==> src/rtl/pipe_ctrl_pkg.sv <==
// Shared constants for the decode/execute issue controller: state encodings,
// the PC register index and the register index width.
package pipe_ctrl_pkg;

   localparam int REG_W = 4;
   localparam logic [REG_W-1:0] PC_REG = 4'd15;

   typedef enum logic [1:0] {
      ST_RUN   = 2'd0,
      ST_STALL = 2'd1,
      ST_FLUSH = 2'd2
   } ctrl_state_e;

endpackage

==> src/rtl/pipe_scoreboard.sv <==
// Per-register busy counters: set on a marking issue, otherwise count down to 0.
// Two source lookups plus a destination lookup, all combinational.
module pipe_scoreboard
   import pipe_ctrl_pkg::*;
#(
   parameter int NREG  = 16,
   parameter int CNT_W = 3
) (
   input  logic             clk,
   input  logic             reset,
   input  logic             set_en,
   input  logic [REG_W-1:0] set_reg,
   input  logic [CNT_W-1:0] set_val,
   input  logic [REG_W-1:0] rd_a,
   input  logic [REG_W-1:0] rd_b,
   input  logic [REG_W-1:0] rd_w,
   output logic             busy_a,
   output logic             busy_b,
   output logic             busy_w
);

   logic [CNT_W-1:0] busy_cnt [NREG];

   always_ff @(posedge clk or posedge reset) begin
      if (reset) begin
         for (int r = 0; r < NREG; r++) busy_cnt[r] <= '0;
      end else begin
         for (int r = 0; r < NREG; r++) begin
            // A new mark wins over the countdown of the same register
            if (set_en && set_reg == REG_W'(r))
               busy_cnt[r] <= set_val;
            else if (busy_cnt[r] != '0)
               busy_cnt[r] <= busy_cnt[r] - 1'b1;
         end
      end
   end

   assign busy_a = (busy_cnt[rd_a] != '0);
   assign busy_b = (busy_cnt[rd_b] != '0);
   assign busy_w = (busy_cnt[rd_w] != '0);

endmodule

==> src/rtl/pipe_ctrl.sv <==
// Issue/hazard controller between decode and execute with redirect flush.
// Build option PIPE_CTRL_FORWARD_EN: full ALU forwarding, single load-use bubble.
module pipe_ctrl
   import pipe_ctrl_pkg::*;
#(
   parameter int NREG       = 16,
   parameter int ALU_LAT    = 2,
   parameter int LOAD_LAT   = 3,
   parameter int BR_PENALTY = 2,
   parameter int CNT_W      = 3
) (
   input  logic             clk,
   input  logic             reset,
   input  logic             dec_valid,
   input  logic [REG_W-1:0] read_regA,
   input  logic [REG_W-1:0] read_regB,
   input  logic [REG_W-1:0] write_reg,
   input  logic             branch_inst,
   input  logic             data_inst,
   input  logic             load_inst,
   input  logic             write_en,
   input  logic             cond_execute,
   input  logic             mem_busy,
   output logic             issue,
   output logic             stall,
   output logic             flush,
   output logic             pc_load,
   output logic [1:0]       ctrl_state
);

   localparam int FCNT_W = (BR_PENALTY < 2) ? 1 : $clog2(BR_PENALTY + 1);

   // The counter holds the number of stall cycles a dependent instruction in
   // the very next cycle must wait, i.e. a result readable LAT cycles after
   // issue needs LAT-1 bubbles.
`ifdef PIPE_CTRL_FORWARD_EN
   localparam logic [CNT_W-1:0] ALU_SET  = '0;
   localparam logic [CNT_W-1:0] LOAD_SET = CNT_W'(1);
`else
   localparam logic [CNT_W-1:0] ALU_SET  = CNT_W'(ALU_LAT - 1);
   localparam logic [CNT_W-1:0] LOAD_SET = CNT_W'(LOAD_LAT - 1);
`endif

   ctrl_state_e       state;
   logic [FCNT_W-1:0] fcnt;
   logic              busy_a, busy_b, busy_w;
   logic              hazard, in_flush, redirect, sb_set;
   logic              unused_cls;

   // Non-load writers all take the ALU latency, so the data class flag adds nothing
   assign unused_cls = data_inst;

   pipe_scoreboard #(
      .NREG  (NREG),
      .CNT_W (CNT_W)
   ) u_scoreboard (
      .clk     (clk),
      .reset   (reset),
      .set_en  (sb_set),
      .set_reg (write_reg),
      .set_val (load_inst ? LOAD_SET : ALU_SET),
      .rd_a    (read_regA),
      .rd_b    (read_regB),
      .rd_w    (write_reg),
      .busy_a  (busy_a),
      .busy_b  (busy_b),
      .busy_w  (busy_w)
   );

   assign in_flush = (state == ST_FLUSH);
   assign hazard   = busy_a | busy_b | (write_en & busy_w);
   assign issue    = dec_valid & ~in_flush & ~hazard & ~mem_busy & ~reset;
   assign stall    = dec_valid & ~issue & ~in_flush & ~reset;
   assign sb_set   = issue & write_en & cond_execute;
   assign redirect = issue & cond_execute &
                     (branch_inst | (write_en & (write_reg == PC_REG)));

   assign pc_load    = redirect;
   assign flush      = in_flush;
   assign ctrl_state = state;

   always_ff @(posedge clk or posedge reset) begin
      if (reset) begin
         state <= ST_RUN;
         fcnt  <= '0;
      end else begin
         case (state)
            ST_FLUSH: begin
               if (fcnt <= FCNT_W'(1)) begin
                  state <= ST_RUN;
                  fcnt  <= '0;
               end else begin
                  fcnt <= fcnt - 1'b1;
               end
            end
            default: begin
               if (redirect) begin
                  state <= ST_FLUSH;
                  fcnt  <= FCNT_W'(BR_PENALTY);
               end else if (dec_valid && !issue) begin
                  state <= ST_STALL;
               end else begin
                  state <= ST_RUN;
               end
            end
         endcase
      end
   end

endmodule

==> config.mk <==
export PLATFORM = sky130hd
export DESIGN_NAME = pipe_ctrl
export DESIGN_NICKNAME = d
export VERILOG_FILES = /design/src/rtl/pipe_ctrl_pkg.sv /design/src/rtl/pipe_scoreboard.sv /design/src/rtl/pipe_ctrl.sv
export SDC_FILE = /design/constraint.sdc
export NUM_CORES = 1
export LEC_CHECK = 0
export CELL_PAD_IN_SITES_DETAIL_PLACEMENT = 1
export CELL_PAD_IN_SITES_GLOBAL_PLACEMENT = 1
export CORE_MARGIN = 4
export CORE_UTILIZATION = 45
export CTS_BUF_LIST = sky130_fd_sc_hd__clkbuf_4 sky130_fd_sc_hd__clkbuf_8
export CTS_CLUSTER_SIZE = 30
export DETAILED_ROUTE_END_ITERATION = 8
export GPL_TIMING_DRIVEN = 0
export PLACE_DENSITY = 0.86
export SYNTH_ARGS = -nofsm -noshare
export SYNTH_HDL_FRONTEND = slang
export SYNTH_SLANG_ARGS = --single-unit
==> constraint.sdc <==
create_clock -name clk -period 6.86 [get_ports clk]
set_input_delay 1.029 -clock clk [delete_from_list [all_inputs] [get_ports clk]]
set_output_delay 1.029 -clock clk [all_outputs]
set_load 0.005 [all_outputs]
# Yosys cells after proc, flatten, opt, wreduce, memory -nomap -nowiden
# Index checks and enable logic that the tools add are counted.
# word_totals
latch_bits	0
mem_bits_ro	0
input_bits	21
ram_bits	0
regBits	52
output_inout_bits	6
wordCells	184
n_memories	0
# classes
reduce_logical	55
add_sub_neg	17
multipliers	0
div_mod_pow	0
n_eq_ne	17
n_shift	0
muxes	49
order_cmp	4
bitwise	24
# ops
cell	n
two-way mux 3 bit	38
nonzero test 3 bit	19
subtractor 3 x 1 -> 3 bit, second input constant	16
binary-select mux 3 bit (select 4 bit)	3
nonzero test 2 bit	17
equality test 4 bit, second input constant	8
logical AND 1 bit	17
equality test 4 x 3 -> 1 bit, second input constant	4
>= comparator 5 bit, second input constant	3
NOT 4 -> 5 bit	3
two-way mux 2 bit	7
AND 1 bit	13
equality test 4 x 2 -> 1 bit, second input constant	2
NOT 1 bit	5
equality test 4 x 1 -> 1 bit, second input constant	1
zero test 4 bit	1
bitwise OR 1 bit	3
equality test 2 bit, second input constant	1
<= comparator 2 x 1 -> 1 bit, second input constant	1
!= test 2 x 1 -> 1 bit, second input constant	1
subtractor 2 x 1 -> 2 bit, second input constant	1
zero test 1 bit	1
two-way mux 1 bit	1

# Depth between registers and ports, before layout
# Gate-level depths: netlist of run 1.
# depth
ltp_word	16
mapped_depth	10
mapped_depth_nobuf	7

# Cells and area by module
# A second synthesis of run 1 with hierarchy kept.
# hier_totals
hier_cells	469
area_unflattened_um2	3816.2
# by_module_without_submodules
mod	n_inst	cells_each	seq_area_each_um2	area_per_inst_um2
pipe_scoreboard	1	440	1201.2	3582.2
pipe_ctrl	1	29	100.1	234.0

# Worst setup path after synthesis of run 1
# No wires, ideal clock.
# synth_path
path_type	input to output
start	input port read_regA[0]
end	output port stall
path_stages	9
path_slack_ps	2961
path_buffers	2
arrival_ps	2870
t_required_ps	5831
cell_sequence	or4_1 > and3_1 > a211o_1 > a222oi_1 > buf_4 > buf_12 > o211ai_1 > inv_1 > nor3_1
# synth_between
elab_chain_cells	15
# synth_rtl
element	line	text
start, declared	pipe_ctrl.sv:15	input logic [REG_W-1:0] read_regA,
NOT 4 -> 5 bit (not written as such)	pipe_scoreboard.sv:38	assign busy_a = (busy_cnt[rd_a] != '0);
binary-select mux 3 bit (select 4 bit)	pipe_scoreboard.sv:38	
two-way mux 3 bit (not written as such) (2 in a row)	pipe_scoreboard.sv:38	
nonzero test 3 bit	pipe_scoreboard.sv:38	
bitwise OR 1 bit (2 in a row)	pipe_ctrl.sv:71	assign hazard = busy_a | busy_b | (write_en & busy_w);
NOT 1 bit	pipe_ctrl.sv:72	assign issue = dec_valid & ~in_flush & ~hazard & ~mem_busy & ~reset;
AND 1 bit (3 in a row)	pipe_ctrl.sv:72	
net issue	pipe_ctrl.sv:24	output logic issue,
NOT 1 bit	pipe_ctrl.sv:73	assign stall = dec_valid & ~issue & ~in_flush & ~reset;
AND 1 bit (3 in a row)	pipe_ctrl.sv:73	
end, declared	pipe_ctrl.sv:25	output logic stall,
# The timed path passes the listed nets, and every way through them passes these cells. The select of a mux whose other input is x is not followed.

# Worst setup path in the final report of run 1
# layout_path
start	input port read_regA[0]
end	output port issue
# layout_between
elab_chain_cells	11
# layout_rtl
element	line
NOT 4 -> 5 bit (not written as such)	pipe_scoreboard.sv:38
binary-select mux 3 bit (select 4 bit)	pipe_scoreboard.sv:38
two-way mux 3 bit (not written as such) (2 in a row)	pipe_scoreboard.sv:38
nonzero test 3 bit	pipe_scoreboard.sv:38
bitwise OR 1 bit (2 in a row)	pipe_ctrl.sv:71
NOT 1 bit	pipe_ctrl.sv:72
AND 1 bit (3 in a row)	pipe_ctrl.sv:72
end, declared	pipe_ctrl.sv:24
# No other way between the ends. The select of a mux whose other input is x is not followed.

==> impl_metrics.env, run 1 <==
export IMPL_sw_frac_of_total_pct=40.58
export IMPL_num_rows=33
export IMPL_drv_cap=0
export IMPL_avgSynthCellArea_um2=9.599
export IMPL_htreeDepth=2
export IMPL_setup_viol=0
export IMPL_cts_resized_gates=0
export IMPL_ys_ff_latch=52
export IMPL_hold_violations=0
export IMPL_path_common_cell="clkdlybuf4s50_1"
export IMPL_drt_total_wl_um=9841
export IMPL_worstPathArrival_ns=4.18
export IMPL_final_cell_area_um2=4414
export IMPL_slowest_delay_ns=0.57
export IMPL_period_share_pct=75.90
export IMPL_worstPathRequired_ns=5.83
export IMPL_fin_setup_tns_ns=0
export IMPL_holdPathStages=1
export IMPL_r2r_slack_ns=3.83
export IMPL_initial_core_util_pct=47.07
export IMPL_drtPass1Iterations=6
export IMPL_cts_sinks=52
export IMPL_core_area_um2=8382
export IMPL_criticalPathCategory="input port to primary output"
export IMPL_port_buffers=22
export IMPL_r2r_start="u_scoreboard.busy_cnt[24]$_DFFE_PP0P_"
export IMPL_synth_common_cells="58 x inv_1, 52 x dfrtp_1, 32 x ha_1"
export IMPL_synth_top_area_share_pct=32.98
export IMPL_post_dp_cell_area_um2=4317
export IMPL_detail_route_wl_per_cell_um=17.99
export IMPL_fin_nets=494
export IMPL_dieArea_um2=10330
export IMPL_worstPathCellList="clkdlybuf4s50_1 -> or4_1 -> and3_1 -> a211o_1 -> a222oi_1 -> buf_4 -> buf_12 -> o211ai_1 -> inv_1 -> clkdlybuf4s50_1"
export IMPL_cts_buffers=5
export IMPL_yosysWarnings=0
export IMPL_cp_end_kind="primary output"
export IMPL_critPathTopFamily="buffers and inverters"
export IMPL_grt_usage_pct=20.87
export IMPL_yosysTopAreaCell="dfrtp_1"
export IMPL_internal_power_mw=1.044
export IMPL_async_flop_share_pct=100.0
export IMPL_outcome="completed"
export IMPL_grt_start_max_net_pins=32
export IMPL_route_detailed_drc=0
export IMPL_cp_max_fo=10
export IMPL_crit_path_start_kind="input port"
export IMPL_grt_pass1_wl_um=17080
export IMPL_grt_pass1_vias=3536
export IMPL_hp_class="register to register"
export IMPL_hold_end="fcnt[0]$_DFFE_PP0P_"
export IMPL_route_vias_total=3186
export IMPL_finClkSkew_ns=0.009588
export IMPL_slew_violations=0
export IMPL_p_per_area_nw_per_um2=397.9
export IMPL_area_growth_pct=11.89
export IMPL_hold_path_startpoint="fcnt[0]$_DFFE_PP0P_"
export IMPL_stdcell_count=547
export IMPL_fill_cells=953
export IMPL_diodes=0
export IMPL_p_leak_nw=2.146
export IMPL_switchingPower_mw=0.7129
export IMPL_timing_rr_end="u_scoreboard.busy_cnt[46]$_DFFE_PP0P_"
export IMPL_total_power_mw=1.757
export IMPL_clockRootBuffer="clkbuf_8"
export IMPL_via_per_inst=5.824
export IMPL_drive_above_1_share_pct=11.09
export IMPL_rsz0062_at_grt="false"
export IMPL_antenna_found_initial=0
export IMPL_crit_buf_inv=5
export IMPL_numPlacedInstances=539
export IMPL_ir_drop_v=0.0001827
export IMPL_die_height_um=101.6
export IMPL_synth_cell_types=54
export IMPL_drtIter0Drc=126
export IMPL_yosys_most_used_dff="dfrtp_1"
export IMPL_yosysSeqAreaShare_pct=32.98
export IMPL_place_hpwl_um=7979
export IMPL_fin_crit_ns=5.206
export IMPL_synthCells=411
export IMPL_gp_congestion=0.9060
export IMPL_clkPwrFrac_pct=11.1
export IMPL_multi_input_area_um2=2300
export IMPL_ant_nets=0
export IMPL_clk_pin_slew_ns=0.10
export IMPL_comb_power_share_pct=53.7
export IMPL_yosysMostFrequentCell="inv_1"
export IMPL_grt_ovfl_total=0
export IMPL_pwr_share_seq_pct=35.1
export IMPL_ios=27
export IMPL_fin_util_pct=52.66
export IMPL_fmax_mhz=192.1
export IMPL_syn_area_um2=3945
export IMPL_rr_worst_depth=7
export IMPL_crit_slowest_cell="or4_1"
export IMPL_synth_nets=464
export IMPL_die_x_um=101.6
export IMPL_cts_tree="yes"
export IMPL_clk_path_buf_depth=2
export IMPL_slew_headroom_pct=48.03
export IMPL_worstMarginPinSlew_ns=0.7599
export IMPL_cts_setup_buffers=0
export IMPL_regArea_um2=1301
export IMPL_synth_edf_count=0
export IMPL_synthTopCellsByArea="dfrtp_1 33%, ha_1 10%, mux2i_1 7.4%"
export IMPL_clkLatencyLatePin_ns=0.31
export IMPL_cts_hold_buf=0
-- layer usage --
metal,routed length [µm],part of all wire [%],up-vias,track usage [%]
li1,-,-,1522,-
met1,4078,41,1566,25.26
met2,5043,51,81,37.88
met3,455,4.6,17,3.099
met4,263,2.7,0,6.646
met5,0,0,-,0
-- final cells by class --
| class | count | area share [%] |
|---|---|---|
| Multi-Input combinational cell | 286 | 52.10 |
| Sequential cell | 52 | 29.48 |
| Buffer | 15 | 2.863 |
| Clock buffer | 8 | 2.211 |
| Timing Repair Buffer | 23 | 5.442 |
| Tap cell | 105 | 2.976 |
| Inverter | 58 | 4.932 |
-- logic make-up (layout without fill, tap and decap cells) --
logic type,Yosys count,in the layout,share of synthesized area (%)
and+or+nand+nor,130,130,20.93
buffers and inverters,73,104,8.722
xor gates and xnor gates,16,16,3.552
muxes,45,45,12.69
AOI/OAI and AO/OA,63,63,10.97
adders and majority gates,32,32,10.15
DFF,52,52,32.98
-- cell usage in the layout, fill, tap and decap left out, drive strengths merged, types with 2 or more instances in the layout --
cell type,count
a31oi,4
o41ai,2
nor2,15
a211oi,2
clkdlybuf4s50,22
inv,58
xor2,16
mux2,16
a211o,4
a2111o,2
and2,16
nand2,28
o21ai,25
nor2b,3
buf,11
nor3,19
nand3,6
nand2b,3
dfrtp,52
or4,3
mux2i,29
a21oi,4
a2111oi,4
nor4,9
ha,32
o211ai,3
clkbuf,11
nand4,18
dlygate4sd3,2
or3,5
-- state kept, by name, summed over array words and instances (netlist names) --
register and flops:
u_scoreboard.busy_cnt 48, fcnt 2, ctrl_state 2
-- per-stage QoR --
stage	setup slack (ns)	hold WS, ns
after CTS	1.655	0.5070
after floorplan	2.961	0.4587
after global placement	1.690	0.4709
after detailed placement	1.664	0.4931
after global routing	1.397	0.5281
final	1.654	0.5023
-- power groups by stage --
stage                     logic (mW)  registers, mW  clock network (mW)
after CTS                      0.963          0.618               0.200
after global routing            1.09          0.644               0.212
final                          0.944          0.617               0.195
after global placement         0.857          0.608                   0
after detailed placement       0.959          0.623                   0
after floorplan                0.745          0.581                   0
-- worst max-delay path by stage --
stage            startpoint    end  slack, ns  cells past startpoint
6_report       read_regA[0]  issue       1.65                     10
3_5_place_dp   read_regA[0]  issue       1.66                     10
4_1_cts        read_regA[0]  issue       1.66                     10
5_1_grt        write_reg[1]  stall       1.40                     12
2_1_floorplan  read_regA[0]  stall       2.96                      9
3_3_place_gp   read_regA[0]  issue       1.69                     10
Note: power is estimated with default switching activity, not from simulation.
==> run 2: changes to the inputs <==
==> constraint.sdc (replaced) <==
create_clock -name clk -period 4.9 [get_ports clk]
set_input_delay 0.735 -clock clk [delete_from_list [all_inputs] [get_ports clk]]
set_output_delay 0.735 -clock clk [all_outputs]
set_load 0.005 [all_outputs]
==> results of run 2 <==
Same layout as run 1 (identical final DEF). Status: completed.
Among the figures that moved: setup slack after placement 1.664 ns -> 0.2925 ns; setup slack after layout 1.654 ns -> 0.2816 ns; register-to-register setup slack 3.83 ns -> 1.87 ns; total power 1.757 mW -> 2.459 mW; worst IR drop on VDD 0.0001827 V -> 0.0002558 V
==> run 3: changes to the inputs <==
--- a/config.mk
+++ b/config.mk
@@ -14,6 +14,7 @@
 export DETAILED_ROUTE_END_ITERATION = 8
 export GPL_TIMING_DRIVEN = 0
 export PLACE_DENSITY = 0.86
+export RECOVER_POWER = 100
 export SYNTH_ARGS = -nofsm -noshare
 export SYNTH_HDL_FRONTEND = slang
 export SYNTH_SLANG_ARGS = --single-unit
==> run 3 against run 2 <==
  * Maximum frequency down 1.7%
  * Critical path depth unchanged
  * Routed wire length up 0.36%
  * Critical endpoint unchanged
  * Critical path type unchanged
  * The flow now finishes with violations (capacitance limit, slew limit)
  * Total power down 3.7%
==> impl_metrics.env, run 3 (synthesized netlist as in run 1, its figures left out) <==
export IMPL_outcome="complete, but fails checks"
export IMPL_violations="capacitance limit, slew limit"
export IMPL_slew_headroom_pct=-16.33
export IMPL_route_detailed_drc=0
export IMPL_ios=27
export IMPL_die_x_um=101.6
export IMPL_clkLatencyLatePin_ns=0.31
export IMPL_grt_ovfl_total=0
export IMPL_p_leak_nw=2.029
export IMPL_p_per_area_nw_per_um2=557.8
export IMPL_pre_cts_slack_ns=0.2925
export IMPL_worstPathArrival_ns=3.96
export IMPL_initial_core_util_pct=47.07
export IMPL_grt_pass1_vias=3536
export IMPL_cts_resized_gates=0
export IMPL_criticalPathCategory="input port to primary output"
export IMPL_route_vias_total=3186
export IMPL_rr_worst_depth=7
export IMPL_regMostFlops="u_scoreboard.busy_cnt"
export IMPL_drt_total_wl_um=9876
export IMPL_cp_max_fo=10
export IMPL_hp_class="register to register"
export IMPL_drv_cap=1
export IMPL_detail_route_wl_per_cell_um=18.05
export IMPL_dieArea_um2=10330
export IMPL_drtIter0Drc=148
export IMPL_mostFrequentLayoutCell="inv_1"
export IMPL_cp_end_kind="primary output"
export IMPL_fin_crit_ns=4.699
export IMPL_grt_start_max_net_pins=32
export IMPL_port_buffers=22
export IMPL_die_height_um=101.6
export IMPL_crit_path_start_kind="input port"
export IMPL_htreeDepth=2
export IMPL_fin_setup_tns_ns=0
export IMPL_antenna_found_initial=0
export IMPL_grt_pass1_wl_um=17080
export IMPL_fin_nets=494
export IMPL_stdcell_count=547
export IMPL_largest_register_ffs=48
export IMPL_core_area_um2=8382
export IMPL_clk_path_buf_depth=2
export IMPL_drive_above_1_share_pct=7.014
export IMPL_via_per_inst=5.824
export IMPL_cts_hold_buf=0
export IMPL_cts_buffers=5
export IMPL_gp_congestion=0.9060
export IMPL_rsz0062_at_grt="false"
export IMPL_hold_slack_ns=0.5024
export IMPL_ir_drop_v=0.0002534
export IMPL_cts_sinks=52
export IMPL_hold_violations=0
export IMPL_finClkSkew_ns=0.01011
export IMPL_place_hpwl_um=7979
export IMPL_setup_slack_ns=0.2013
export IMPL_fill_cells=976
export IMPL_cts_setup_buffers=0
export IMPL_worstMarginPinSlew_ns=1.745
export IMPL_period_share_pct=95.89
export IMPL_clockRootBuffer="clkbuf_8"
export IMPL_drtPass1Iterations=4
export IMPL_num_rows=33
export IMPL_fmax_mhz=212.8
export IMPL_total_power_mw=2.367
export IMPL_layout_common_cells="58 x inv_1, 52 x dfrtp_1, 32 x ha_1, 29 x mux2i_1, 28 x nand2_1"
export IMPL_clk_pin_slew_ns=0.09
export IMPL_worstPathRequired_ns=4.16
export IMPL_ant_nets=0
export IMPL_numPlacedInstances=539
export IMPL_area_growth_pct=7.580
export IMPL_slew_violations=32
export IMPL_setup_viol=0
export IMPL_grt_usage_pct=20.87
export IMPL_diodes=0
export IMPL_cts_tree="yes"
export IMPL_holdPathStages=1
[run 3: layer usage]
layer  wire [µm]  GRT usage (%)
met5           0              0
met4         264          6.646
met3         452          3.099
met2        5062          37.88
met1        4096          25.26
[run 3: power breakdown]
group          leakage [nW]  switching, mW  internal, mW  total, mW
clock                0.0523          0.146         0.127      0.273
sequential            0.619          0.203         0.660      0.863
combinational          1.36          0.625         0.607       1.23
[run 3: critical path: stages]
cell and delay (ns):
dlygate4sd3_1 0.66, or4_1 0.55, and3_1 0.19, a211o_1 0.26, a222oi_1 0.37, buf_4 0.25, buf_12 0.13, o211ai_1 0.12
inv_1 0.12, dlygate4sd3_1 0.57
[run 3: cell type report]
class / count / area, µm² / area share, %
clock buffer: 8 / 97.59 / 2.300
inverter: 58 / 217.7 / 5.130
multi-input combinational: 286 / 2150 / 50.65
timing repair buffer: 23 / 224.0 / 5.277
buffer: 15 / 122.6 / 2.889
tap: 105 / 131.4 / 3.096
sequential: 52 / 1301 / 30.66
[run 3: worst paths after layout]
check                                                      start  slack [ns]                               endpoint
min in group asynchronous                                  reset        1.09              ctrl_state[1]$_DFFE_PP0P_
min                                          fcnt[0]$_DFFE_PP0P_        0.50                    fcnt[0]$_DFFE_PP0P_
min reg2reg                                  fcnt[0]$_DFFE_PP0P_        0.50                    fcnt[0]$_DFFE_PP0P_
max in group asynchronous                                  reset        1.72  u_scoreboard.busy_cnt[46]$_DFFE_PP0P_
max reg2reg                u_scoreboard.busy_cnt[24]$_DFFE_PP0P_        1.77  u_scoreboard.busy_cnt[46]$_DFFE_PP0P_
max                                                 read_regA[0]        0.20                                  issue
[run 3: stage by stage]
stage	util (%)	instance area, µm²
finish	50.63	4244
global route	50.63	4244
floorplan	-	3945
detailed placement	51.50	4317
CTS	52.66	4414
global placement	51.26	4297
